### src/rtl/regfile_multiport_if.sv
// rtl/regfile_multiport_if.sv - bus bundle for the multiport register file
interface regfile_multiport_if #(
  parameter int ADDRESS_WIDTH = 5,
  parameter int DATA_WIDTH    = 32,
  parameter int READ_PORTS    = 2,
  parameter int WRITE_PORTS   = 2
) ();
  logic [READ_PORTS*ADDRESS_WIDTH-1:0]  iReadAddress;
  logic [READ_PORTS*DATA_WIDTH-1:0]     oRegData;
  logic [READ_PORTS-1:0]                oBusy;
  logic [WRITE_PORTS-1:0]               iWriteEn;
  logic [WRITE_PORTS*ADDRESS_WIDTH-1:0] iWriteAddress;
  logic [WRITE_PORTS*DATA_WIDTH-1:0]    iDataIn;
  logic                                 iReserveEn;
  logic [ADDRESS_WIDTH-1:0]             iReserveAddress;
  logic [DATA_WIDTH-1:0]                oRegDebug;

  modport master (
    output iReadAddress, iWriteEn, iWriteAddress, iDataIn, iReserveEn, iReserveAddress,
    input  oRegData, oBusy, oRegDebug
  );

  modport slave (
    input  iReadAddress, iWriteEn, iWriteAddress, iDataIn, iReserveEn, iReserveAddress,
    output oRegData, oBusy, oRegDebug
  );
endinterface

### src/rtl/regfile_multiport.sv
// rtl/regfile_multiport.sv - multiport register file with write bypass and busy scoreboard
module regfile_multiport #(
  parameter int ADDRESS_WIDTH = 5,
  parameter int DATA_WIDTH    = 32,
  parameter int READ_PORTS    = 2,
  parameter int WRITE_PORTS   = 2,
  parameter int DEBUG_REG     = 10
) (
  input logic          iClk,
  input logic          iRst,
  regfile_multiport_if.slave rf
);
  localparam int NREGS = 2 ** ADDRESS_WIDTH;
  localparam logic [ADDRESS_WIDTH-1:0] DBG_ADDR = ADDRESS_WIDTH'(DEBUG_REG);

  logic [DATA_WIDTH-1:0]    regs [NREGS];
  logic [NREGS-1:0]         busy;

  logic [ADDRESS_WIDTH-1:0] rd_addr [READ_PORTS];
  logic [ADDRESS_WIDTH-1:0] wr_addr [WRITE_PORTS];
  logic [DATA_WIDTH-1:0]    wr_data [WRITE_PORTS];
  logic [DATA_WIDTH-1:0]    rd_next [READ_PORTS];
  logic [DATA_WIDTH-1:0]    rd_q    [READ_PORTS];
  logic [READ_PORTS-1:0]    busy_next;
  logic [READ_PORTS-1:0]    busy_q;

  for (genvar p = 0; p < READ_PORTS; p++) begin : g_rd
    assign rd_addr[p] = rf.iReadAddress[p*ADDRESS_WIDTH +: ADDRESS_WIDTH];
    assign rf.oRegData[p*DATA_WIDTH +: DATA_WIDTH] = rd_q[p];
  end

  for (genvar w = 0; w < WRITE_PORTS; w++) begin : g_wr
    assign wr_addr[w] = rf.iWriteAddress[w*ADDRESS_WIDTH +: ADDRESS_WIDTH];
    assign wr_data[w] = rf.iDataIn[w*DATA_WIDTH +: DATA_WIDTH];
  end

  assign rf.oBusy     = busy_q;
  assign rf.oRegDebug = regs[DBG_ADDR];

  // Read values mirror the post-edge state: later write ports override earlier ones,
  // and a reservation overrides any write-side clear of the busy bit.
  always_comb begin
    for (int p = 0; p < READ_PORTS; p++) begin
      rd_next[p]   = regs[rd_addr[p]];
      busy_next[p] = busy[rd_addr[p]];
      for (int w = 0; w < WRITE_PORTS; w++) begin
        if (rf.iWriteEn[w] && wr_addr[w] == rd_addr[p]) begin
          rd_next[p]   = wr_data[w];
          busy_next[p] = 1'b0;
        end
      end
      if (rf.iReserveEn && rf.iReserveAddress == rd_addr[p]) begin
        busy_next[p] = 1'b1;
      end
      if (rd_addr[p] == '0) begin
        rd_next[p]   = '0;
        busy_next[p] = 1'b0;
      end
    end
  end

  always_ff @(posedge iClk) begin
    if (iRst) begin
      for (int i = 0; i < NREGS; i++) begin
        regs[i] <= '0;
      end
      busy <= '0;
      for (int p = 0; p < READ_PORTS; p++) begin
        rd_q[p] <= '0;
      end
      busy_q <= '0;
    end else begin
      for (int w = 0; w < WRITE_PORTS; w++) begin
        if (rf.iWriteEn[w] && wr_addr[w] != '0) begin
          regs[wr_addr[w]] <= wr_data[w];
          busy[wr_addr[w]] <= 1'b0;
        end
      end
      if (rf.iReserveEn && rf.iReserveAddress != '0) begin
        busy[rf.iReserveAddress] <= 1'b1;
      end
      for (int p = 0; p < READ_PORTS; p++) begin
        rd_q[p] <= rd_next[p];
      end
      busy_q <= busy_next;
    end
  end
endmodule

### src/flat_wrapper.sv
// flat-port wrapper written by rule: the top's interface ports become plain ports
module regfile_multiport_flat 
#(
  parameter int ADDRESS_WIDTH = 5,
  parameter int DATA_WIDTH    = 32,
  parameter int READ_PORTS    = 2,
  parameter int WRITE_PORTS   = 2,
  parameter int DEBUG_REG     = 10
)
  (iClk, iRst, rf_iReadAddress, rf_iWriteEn, rf_iWriteAddress, rf_iDataIn, rf_iReserveEn, rf_iReserveAddress, rf_oRegData, rf_oBusy, rf_oRegDebug);
  regfile_multiport_if #(.ADDRESS_WIDTH(ADDRESS_WIDTH), .DATA_WIDTH(DATA_WIDTH), .READ_PORTS(READ_PORTS), .WRITE_PORTS(WRITE_PORTS)) rf_i ();
  input logic iClk;
  input logic iRst;
  input wire logic [$bits(rf_i.iReadAddress)-1:0] rf_iReadAddress;
  input wire logic [$bits(rf_i.iWriteEn)-1:0] rf_iWriteEn;
  input wire logic [$bits(rf_i.iWriteAddress)-1:0] rf_iWriteAddress;
  input wire logic [$bits(rf_i.iDataIn)-1:0] rf_iDataIn;
  input wire logic [$bits(rf_i.iReserveEn)-1:0] rf_iReserveEn;
  input wire logic [$bits(rf_i.iReserveAddress)-1:0] rf_iReserveAddress;
  output wire logic [$bits(rf_i.oRegData)-1:0] rf_oRegData;
  output wire logic [$bits(rf_i.oBusy)-1:0] rf_oBusy;
  output wire logic [$bits(rf_i.oRegDebug)-1:0] rf_oRegDebug;
  assign rf_i.iReadAddress = rf_iReadAddress;
  assign rf_i.iWriteEn = rf_iWriteEn;
  assign rf_i.iWriteAddress = rf_iWriteAddress;
  assign rf_i.iDataIn = rf_iDataIn;
  assign rf_i.iReserveEn = rf_iReserveEn;
  assign rf_i.iReserveAddress = rf_iReserveAddress;
  assign rf_oRegData = rf_i.oRegData;
  assign rf_oBusy = rf_i.oBusy;
  assign rf_oRegDebug = rf_i.oRegDebug;
  regfile_multiport #(.ADDRESS_WIDTH(ADDRESS_WIDTH), .DATA_WIDTH(DATA_WIDTH), .READ_PORTS(READ_PORTS), .WRITE_PORTS(WRITE_PORTS), .DEBUG_REG(DEBUG_REG)) u_core (.iClk(iClk), .iRst(iRst), .rf(rf_i));
endmodule
### config.mk
export PLATFORM = sky130hd
export DESIGN_NAME = regfile_multiport_flat
export DESIGN_NICKNAME = d
export VERILOG_FILES = /design/src/rtl/regfile_multiport_if.sv /design/src/rtl/regfile_multiport.sv /design/src/flat_wrapper.sv
export SDC_FILE = /design/constraint.sdc
export NUM_CORES = 2
export LEC_CHECK = 0
export CAP_MARGIN = 20
export CORE_UTILIZATION = 25
export CTS_CLUSTER_SIZE = 14
export DETAILED_ROUTE_END_ITERATION = 10
export PLACE_DENSITY_LB_ADDON = 0.08
export SLEW_MARGIN = 20
export SYNTH_ARGS = -nofsm -noshare
export SYNTH_HDL_FRONTEND = slang
export SYNTH_SLANG_ARGS = --single-unit
### constraint.sdc
create_clock -name iClk -period 5.23 [get_ports iClk]
set_input_delay 1.046 -clock iClk [delete_from_list [all_inputs] [get_ports iClk]]
set_output_delay 1.046 -clock iClk [all_outputs]
set_load 0.1 [all_outputs]
==> results_dict.tcl <==
set metrics [dict create \
    power_frac_clock_pct 40.7 \
    drt_iter0_markers 5734 \
    reg2regPathDepth 5 \
    start_util_pct 25.16 \
    critPathKind "reg2out" \
    clk_latency_ns 0.83 \
    synth.distinct_cells 54 \
    portBuffers 191 \
    p_sw_mw 7.425 \
    syn_area_per_cell_um2 14.86 \
    ys.flop_type "edfxtp_1" \
    clkSinkCount 1122 \
    vias_per_cell 6.051 \
    post-route-period-util_pct 70.65 \
    synth_seq_cells 1122 \
    power_density_nw_per_um2 332.6 \
    grt_pass1_vias 46518 \
    gp_congestion 0.8169 \
    r2r-start "u_core.regs[10][26]$_DFFE_PP_" \
    violations "design-rule violations" \
    cts-root-buf "clkbuf_16" \
    worstReg2RegEnd "u_core.rd_q[0][58]$_SDFF_PP0_" \
    cp-start-kind "flop" \
    synth.cell_area_um2 63260 \
    status "complete, but fails checks" \
    fmax_ghz 0.2706 \
    critical_path_cell_count 1 \
    grt_remaining_overflow 0 \
    post-place-cells 7432 \
    antenna_found_initial 31 \
    crit_required_ns 4.18 \
    max-clock-path-buffers 3 \
    htree_levels 4 \
    rsz0062_at_grt "no" \
    synth_edf_count 1024 \
    min_period_ns 3.695 \
    p_leak_nw 24.56 \
    worstSetupEndpoint "rf_oRegData[16]" \
    yosysSeqAreaShare_pct 51.71 \
    crit_arrival_ns 2.65 \
    synth_top_area_cell "edfxtp_1" \
    crit_chain "clkdlybuf4s50_1" \
    clk_pin_slew_ns 0.06 \
    crit_path_top_delay_cell "clkdlybuf4s50_1" \
    row_count 184 \
    synthCells 4257 \
    stdcell_count 7712 \
    path_buf_inv 1 \
    dp_hpwl_mm 208.9 \
    cts_setup_buffers 0 \
    ioPinCount 192 \
    drt-total-wl_mm 342.8 \
    final-hold-violation-count 0 \
    cts_hold_buf 0 \
    tns_ns 0 \
    die_y_um 505.0 \
    ir_drop_mv 0.3397 \
    cp_top_family "buffers and inverters" \
    die_w_um 505.0 \
    max_slew_margin_pct 14.86 \
    yosys_warnings 0 \
    worstMarginPinSlew_ns 1.277 \
    reg2reg_slack_ns 2.95 \
    p_seq_share_pct 43.2 \
    fp.coreArea_um2 251400 \
    remaining_drc_errors 24 \
    fin_nets 4331 \
    synth_top_area_share_pct 48.61 \
    cts_buffers 151 \
    drive_gt1_share_pct 28.60 \
    syn2layout_area_growth_pct 18.42 \
    synth_area_leaders "edfxtp_1, mux4_2, a22o_1, dfxtp_1, clkbuf_1" \
    ant_nets 0 \
    maxCapViolCount 0 \
    dieArea_um2 255100 \
    hold_class "reg2reg" \
    setup_violations 0 \
    worstPathMaxFanout 1 \
    crit_path_end_kind "output port" \
    crit_start "u_core.rd_q[0][16]$_SDFF_PP0_" \
    cts_resized 0 \
    skew_ns 0.03753 \
    comb_power_share_pct 16.2 \
    cts_tree "yes" \
    p_int_mw 17.49 \
    grt_max_degree 61 \
    wire_per_inst_um 44.44 \
    slowest_delay_ns 1.23 \
    switching_share_pct 29.80 \
    grt_use_total_pct 26.38 \
    vias 46664 \
    async_flop_share_pct 0 \
    firstDrtPassIters 11 \
    grt_pass1_wl_mm 454.0 \
    report.final.slew_viol_count 0 \
]
-- cell type report --
type	count	area [µm²]
tap	3348	4189
clock inverter	63	504.2
inverter	51	191.4
multi-input combinational	2429	28240
clock buffer	210	4154
antenna	7	17.52
fill	24831	176500
timing repair buffer	482	4908
sequential	1122	32710
-- stage by stage --
stage               total power [mW]  hold slack, ns  setup slack [ns]  area [µm²]  utilization, %
floorplan                      13.20          0.4509             1.834       63380               -
global placement               14.96          0.4714            0.9119       70240           27.94
detailed placement             14.94          0.4767            0.8732       70240           27.94
CTS                            25.10          0.4872             1.487       74900           29.79
global route                   25.59          0.4994             1.522       74900           29.79
finish                         24.92          0.4863             1.535       74920           29.80
-- placed cells by master (no fill, tap or decap), types with 65 or more instances in the layout --
master and n:
mux4_2 605, clkdlybuf4s50_1 176, mux2i_1 73, edfxtp_1 1024, dfxtp_1 98, nor2_1 66
clkbuf_16 154, a22o_1 992, buf_4 227, nand4_1 67, buf_12 65, a21oi_1 86
-- synth_stat cells (5+ instances only) --
library cell     n
edfxtp_1      1024
a22o_1         992
mux4_2         605
clkbuf_1       396
buf_2          171
buf_1           98
dfxtp_1         98
nor2_1          91
a21oi_1         88
mux2i_1         73
nand4_1         67
nand2_1         54
inv_1           51
o22ai_1         48
nand3_1         42
o21ai_0         36
a32oi_1         32
or3_1           31
nor3_1          23
xor2_1          20
mux2_2          19
nor3_2          19
and3_1          18
o211ai_1        17
buf_4           16
nand2b_1        16
o21ai_1         16
xnor2_1         10
nand3b_1         9
o221ai_1         9
a221o_1          8
and2_1           6
nor4_1           6
buf_6            5
nand4b_1         5
or2_1            5
-- routing by layer --
layer / GRT usage [%] / share of wire (%)
met1: 36.62 / 44
met2: 41.15 / 46
met3: 5.106 / 7.1
met4: 8.436 / 3.4
met5: 0 / 0.017
-- cell families after synthesis --
logic type,Yosys count,share of synthesized area (%)
muxes,697,23.03
xor gates and xnor gates,30,0.4153
other,1,0.005928
buffers and inverters,737,4.865
AOI/OAI and AO/OA,1255,16.34
DFF,1122,51.71
and+or+nand+nor,415,3.637
-- flip-flops by register name, summed over array words and instances (netlist names) --
register	flops
u_core.rd_q	64
u_core.regs	1024
u_core.rf.oBusy	2
u_core.busy	32
-- how the worst min path moves through the flow --
stage / from / end / slack [ns] / depth (start not counted)
6_report: u_core.busy[7]$_SDFF_PP0_ / u_core.busy[7]$_SDFF_PP0_ / 0.49 / 2
5_1_grt: u_core.busy[27]$_SDFF_PP0_ / u_core.busy[27]$_SDFF_PP0_ / 0.50 / 2
4_1_cts: u_core.busy[21]$_SDFF_PP0_ / u_core.busy[21]$_SDFF_PP0_ / 0.49 / 2
3_5_place_dp: u_core.busy[16]$_SDFF_PP0_ / u_core.busy[16]$_SDFF_PP0_ / 0.48 / 2
3_3_place_gp: u_core.busy[16]$_SDFF_PP0_ / u_core.busy[16]$_SDFF_PP0_ / 0.47 / 2
2_1_floorplan: u_core.busy[0]$_SDFF_PP0_ / u_core.busy[0]$_SDFF_PP0_ / 0.45 / 1
-- power groups by stage --
stage          clock network [mW]  logic (mW)  registers (mW)
2_1_floorplan                   0        1.89            11.3
3_3_place_gp                    0        4.02            10.9
3_5_place_dp                    0        4.01            10.9
4_1_cts                      10.3        4.02            10.8
5_1_grt                      10.6        4.13            10.8
6_report                     10.1        4.03            10.8
(Power assumes the default switching activity.)
